**src/rtl/stall_ctrl_pkg.sv**
```systemverilog
// Shared pipeline definitions: Tuse/Tnew encodings and MDU latency defaults.
// Also included by the decoder so both sides agree on the encodings.
package stall_ctrl_pkg;

    typedef enum logic [1:0] {
        TUSE_0    = 2'd0,
        TUSE_1    = 2'd1,
        TUSE_NONE = 2'd3
    } tuse_e;

    typedef logic [4:0] reg_idx_t;

    localparam reg_idx_t    REG_ZERO         = '0;
    localparam int unsigned DEF_MULT_CYCLES  = 5;
    localparam int unsigned DEF_DIV_CYCLES   = 10;
    localparam int unsigned DEF_CNT_W        = 4;

endpackage

```
**src/rtl/stall_ctrl_md_busy_counter.sv**
```systemverilog
// Multi-cycle multiply/divide sequencer: loads a latency on start when idle,
// counts down to zero, and ignores further starts until it is idle again.
module md_busy_counter
    import stall_ctrl_pkg::*;
#(
    parameter int unsigned MULT_CYCLES = DEF_MULT_CYCLES,
    parameter int unsigned DIV_CYCLES  = DEF_DIV_CYCLES,
    parameter int unsigned CNT_W       = DEF_CNT_W
) (
    input  logic clk,
    input  logic reset,
    input  logic start_i,
    input  logic is_div_i,
    output logic busy_o,
    output logic done_o
);

    logic [CNT_W-1:0] count_q;
    logic [CNT_W-1:0] count_d;

    always_comb begin
        count_d = count_q;
        if (count_q != '0) begin
            count_d = count_q - CNT_W'(1);
        end else if (start_i) begin
            count_d = is_div_i ? CNT_W'(DIV_CYCLES) : CNT_W'(MULT_CYCLES);
        end
    end

    always_ff @(posedge clk or posedge reset) begin
        if (reset) begin
            count_q <= '0;
        end else begin
            count_q <= count_d;
        end
    end

    assign busy_o = (count_q != '0);
    assign done_o = (count_q == CNT_W'(1));

endmodule

```
**src/rtl/stall_ctrl.sv**
```systemverilog
// D-stage hazard/stall controller: Tuse/Tnew RAW detection, MDU interlock,
// pipeline enable/flush generation and a saturating stall-cycle counter.
module stall_ctrl
    import stall_ctrl_pkg::*;
#(
    parameter int unsigned MULT_CYCLES = DEF_MULT_CYCLES,
    parameter int unsigned DIV_CYCLES  = DEF_DIV_CYCLES,
    parameter int unsigned CNT_W       = DEF_CNT_W
) (
    input  logic        clk,
    input  logic        reset,
    input  logic [4:0]  D_rs,
    input  logic [4:0]  D_rt,
    input  logic [1:0]  D_Tuse_rs,
    input  logic [1:0]  D_Tuse_rt,
    input  logic        D_is_md,
    input  logic [4:0]  E_A3,
    input  logic [1:0]  E_Tnew,
    input  logic [4:0]  M_A3,
    input  logic [1:0]  M_Tnew,
    input  logic        E_start,
    input  logic        E_is_div,
    output logic        stall,
    output logic        PC_en,
    output logic        FD_en,
    output logic        DE_en,
    output logic        DE_reset,
    output logic        md_busy,
    output logic        md_done,
    output logic [31:0] stall_cnt
);

    logic        hazard_rs;
    logic        hazard_rt;
    logic        hazard_md;
    logic [31:0] stall_cnt_q;
    logic [31:0] stall_cnt_d;

    // A source stalls only if a producer in E or M will not have its result
    // forwardable by the time the D instruction needs it.
    function automatic logic raw_hazard(
        input reg_idx_t   src,
        input logic [1:0] tuse,
        input reg_idx_t   e_a3,
        input logic [1:0] e_tnew,
        input reg_idx_t   m_a3,
        input logic [1:0] m_tnew
    );
        if (src == REG_ZERO || tuse == TUSE_NONE) begin
            return 1'b0;
        end
        return ((e_a3 == src) && (tuse < e_tnew)) ||
               ((m_a3 == src) && (tuse < m_tnew));
    endfunction

    md_busy_counter #(
        .MULT_CYCLES (MULT_CYCLES),
        .DIV_CYCLES  (DIV_CYCLES),
        .CNT_W       (CNT_W)
    ) u_md_busy_counter (
        .clk      (clk),
        .reset    (reset),
        .start_i  (E_start),
        .is_div_i (E_is_div),
        .busy_o   (md_busy),
        .done_o   (md_done)
    );

    assign hazard_rs = raw_hazard(D_rs, D_Tuse_rs, E_A3, E_Tnew, M_A3, M_Tnew);
    assign hazard_rt = raw_hazard(D_rt, D_Tuse_rt, E_A3, E_Tnew, M_A3, M_Tnew);
    assign hazard_md = D_is_md && (md_busy || E_start);

    assign stall    = hazard_rs || hazard_rt || hazard_md;
    assign PC_en    = ~stall;
    assign FD_en    = ~stall;
    assign DE_en    = 1'b1;
    assign DE_reset = stall;

    always_comb begin
        stall_cnt_d = stall_cnt_q;
        if (stall && (stall_cnt_q != '1)) begin
            stall_cnt_d = stall_cnt_q + 32'd1;
        end
    end

    always_ff @(posedge clk or posedge reset) begin
        if (reset) begin
            stall_cnt_q <= '0;
        end else begin
            stall_cnt_q <= stall_cnt_d;
        end
    end

    assign stall_cnt = stall_cnt_q;

endmodule
```
**config.mk**
```make
export PLATFORM = sky130hd
export DESIGN_NAME = stall_ctrl
export DESIGN_NICKNAME = d
export VERILOG_FILES = /design/src/rtl/stall_ctrl_pkg.sv /design/src/rtl/stall_ctrl_md_busy_counter.sv /design/src/rtl/stall_ctrl.sv
export SDC_FILE = /design/constraint.sdc
export NUM_CORES = 1
export LEC_CHECK = 0
export BUFFER_PORTS_ARGS = -buffer_cell sky130_fd_sc_hd__buf_2
export CAP_MARGIN = 5
export CORE_MARGIN = 3
export CORE_UTILIZATION = 35
export CTS_CLUSTER_SIZE = 12
export DETAILED_ROUTE_END_ITERATION = 16
export PLACE_DENSITY = 0.67
export SYNTH_ARGS = -nofsm -noshare
export SYNTH_HDL_FRONTEND = slang
export SYNTH_SLANG_ARGS = --single-unit
export TNS_END_PERCENT = 20
```
**constraint.sdc**
```tcl
create_clock -name clk -period 5.4 [get_ports clk]
set_input_delay 0.54 -clock clk [delete_from_list [all_inputs] [get_ports clk]]
set_output_delay 0.54 -clock clk [all_outputs]
set_load 0.05 [all_outputs]
```
==> flow_summary.json <==
{
  "final_antenna_net_count": 0,
  "layoutNonFillerInstCount": 374,
  "path_clk_slew_ns": 0.07,
  "slew_viol_final": 0,
  "power_density_nw_per_um2": 349.3,
  "critPathRequiredTime_ns": 4.86,
  "finalCritPeriodShare": 0.6422,
  "crit_chain": "inv_1 -> ha_1 -> and2_1 -> inv_1 -> o21a_1 -> nor3_2 -> inv_2 -> buf_2",
  "cp.arrival_ns": 2.93,
  "cts_buffer_depth": 2,
  "io_buffers": 70,
  "cp_slowest_cell": "nor3_2",
  "track_usage": 0.1474,
  "postCtsHoldBufs": 0,
  "syn_inst": 227,
  "antenna_cells": 0,
  "core-area_sq_um": 6061,
  "drive_gt1_frac": 0.3077,
  "worst_pin_slew_ns": 0.9011,
  "cp-start-kind": "flip-flop",
  "post_drt_wl_per_cell_um": 13.93,
  "die_h_um": 86.24,
  "crit_top_cell": "inv_1",
  "numClockSinks": 36,
  "setup-tns-final_ns": 0,
  "cp-end-kind": "primary output",
  "status": "complete, no violations",
  "p_leak_nw": 1.282,
  "cap_violations": 0,
  "drt_first_iter_violations": 94,
  "synth_cell_types": 37,
  "area_delta_synth_final_pct": 22.21,
  "overflow": 0,
  "rr_worst_depth": 9,
  "vdd.ir_drop.worst_uv": 167.7,
  "rows": 28,
  "clock_latency_ns": 0.29,
  "worst-path-max-fanout": 24,
  "die_x_um": 86.24,
  "yosysWarnings": 0,
  "cts-buffers-inserted": 5,
  "post_drt_via_cell_ratio": 5.120,
  "die_area_sq_um": 7437,
  "fin_crit_ns": 3.468,
  "crit_family": "simple AND/OR/NAND/NOR gates",
  "timing.rr.end": "stall_cnt[1]",
  "fin_util": 0.4544,
  "drc": 0,
  "crit_type": "reg2out",
  "grt_max_degree": 37,
  "num_vias": 1915,
  "grt_pass1_wl_um": 8797,
  "power_w": 0.0009620,
  "cts_root_buf": "clkbuf_8",
  "gp_congestion": 0.8765,
  "setup-violations-final": 0,
  "first_pass_iters": 4,
  "r2r-start": "u_md_busy_counter.count_q[0]",
  "syn_area_sq_um": 2253,
  "first_global_vias": 1877,
  "reg2reg_setup_slack_ns": 2.42,
  "cts_setup_buffers": 0,
  "synth_enable_flop_cells": 0,
  "rsz0062_at_grt": "no",
  "finalWirelength_um": 5209,
  "dp_hpwl_um": 4130,
  "slew_headroom": 0.3960,
  "cts_resized": 0,
  "holdWs_ns": 0.3417,
  "async_reset_ff_frac": 1.000,
  "ys_seq_area_frac": 0.3998,
  "avgSynthCellArea_sq_um": 9.927,
  "cp_slowest_stage_delay_ns": 0.72,
  "syn-num-nets": 268,
  "hold_viol_final": 0,
  "ios": 72,
  "ys_ff_latch": 36,
  "crit_buf_inv": 4,
  "clock.fmax_mhz": 288.4,
  "grt_antenna_before_repair": 0,
  "cts_tree": "done",
  "start_util": 0.3718,
  "final_nets": 339,
  "final.setup_skew_ns": 0.005636,
  "place_inst": 366,
  "hold_class": "in2async",
  "htreeDepth": 2,
  "yosys_most_used_dff": "dfrtp_1"
}
[cells in the final DEF, fill, tap and decap left out, types with 2 or more instances in the layout]
cell	instances
nor2_1	10
nand2_1	15
xor2_1	18
o21a_1	2
nor4_2	5
nand4_1	18
nor3_1	6
nand3_1	14
nand2b_1	2
clkbuf_8	6
buf_2	70
nor4_1	2
and4_1	2
or4_1	2
clkinv_2	2
and2_1	4
inv_1	8
a21oi_1	2
ha_1	8
a221oi_2	2
xnor2_1	33
and3_1	8
o21ai_0	7
dfrtp_1	36
nand3b_1	3
[synth_stat cells, types with 4 or more instances]
| cell | number | area [sq um] |
|---|---|---|
| nand4_1 | 18 | 112.6 |
| ha_1 | 8 | 100.1 |
| xnor2_1 | 33 | 289.0 |
| nand3_1 | 14 | 70.07 |
| and2_1 | 4 | 25.02 |
| nor2_1 | 10 | 37.54 |
| nor3_1 | 7 | 35.03 |
| dfrtp_1 | 36 | 900.9 |
| xor2_1 | 18 | 157.7 |
| nand2_1 | 15 | 56.30 |
| inv_1 | 8 | 30.03 |
| nor4_2 | 5 | 62.56 |
| o21ai_0 | 7 | 35.03 |
| and3_1 | 8 | 50.05 |
[registers in the layout, summed over array words and instances (netlist names)]
signal                     cells
u_md_busy_counter.count_q      4
stall_cnt                     32
[kinds of logic after synthesis]
kind of cell,count (synthesis),synth area share
buffers and inverters,16,0.03664
other,1,0.001664
multiplexers,1,0.004997
adder cells (fa/ha/maj),8,0.04442
AO/OA/AOI/OAI,17,0.05774
XOR/XNOR,52,0.2054
flip-flops,36,0.3998
AND/OR/NAND/NOR,96,0.2493
[worst min-delay path: stages]
cell and delay, ns:
buf_2 0.09, inv_1 0.04, buf_4 0.39
[worst max path at each step]
stage,slack (ns),end,startpoint,depth (start not counted)
floorplan,2.57,stall,E_Tnew[1],9
global placement,2.10,DE_reset,D_rt[1],7
detailed placement,1.97,DE_reset,D_rt[1],7
CTS,1.88,DE_reset,u_md_busy_counter.count_q[0],8
global route,1.58,DE_reset,u_md_busy_counter.count_q[0],8
finish,1.93,DE_reset,u_md_busy_counter.count_q[0],8
[metrics by stage]
step / setup WS, ns / area [sq um]
floorplan: 2.569 / 2253
global placement: 2.096 / 2661
detailed placement: 1.971 / 2661
CTS: 1.879 / 2754
global route: 1.580 / 2754
finish: 1.932 / 2754
[routing by layer]
layer	vias up	share of wire	global-route usage
met5	-	0	0
met4	0	0.0098	0.03683
met3	5	0.094	0.05133
met2	71	0.48	0.2460
met1	902	0.42	0.1829
li1	937	-	-
[area by class of cell]
cell class                 count  area, sq um
clock buffer                   6        82.58
clock inverter                 2        10.01
fill                         600         3307
inverter                       9        33.78
multi-input combinational    175         1275
sequential                    36        900.9
tap                           75        93.84
timing repair buffer          71        357.8
[power breakdown]
part / total (W) / internal [W] / switching (W)
registers: 0.000377 / 0.000318 / 0.0000587
logic: 0.000390 / 0.000115 / 0.000275
clock network: 0.000195 / 0.000102 / 0.0000937
No activity file was read; power rests on OpenSTA's default activity.
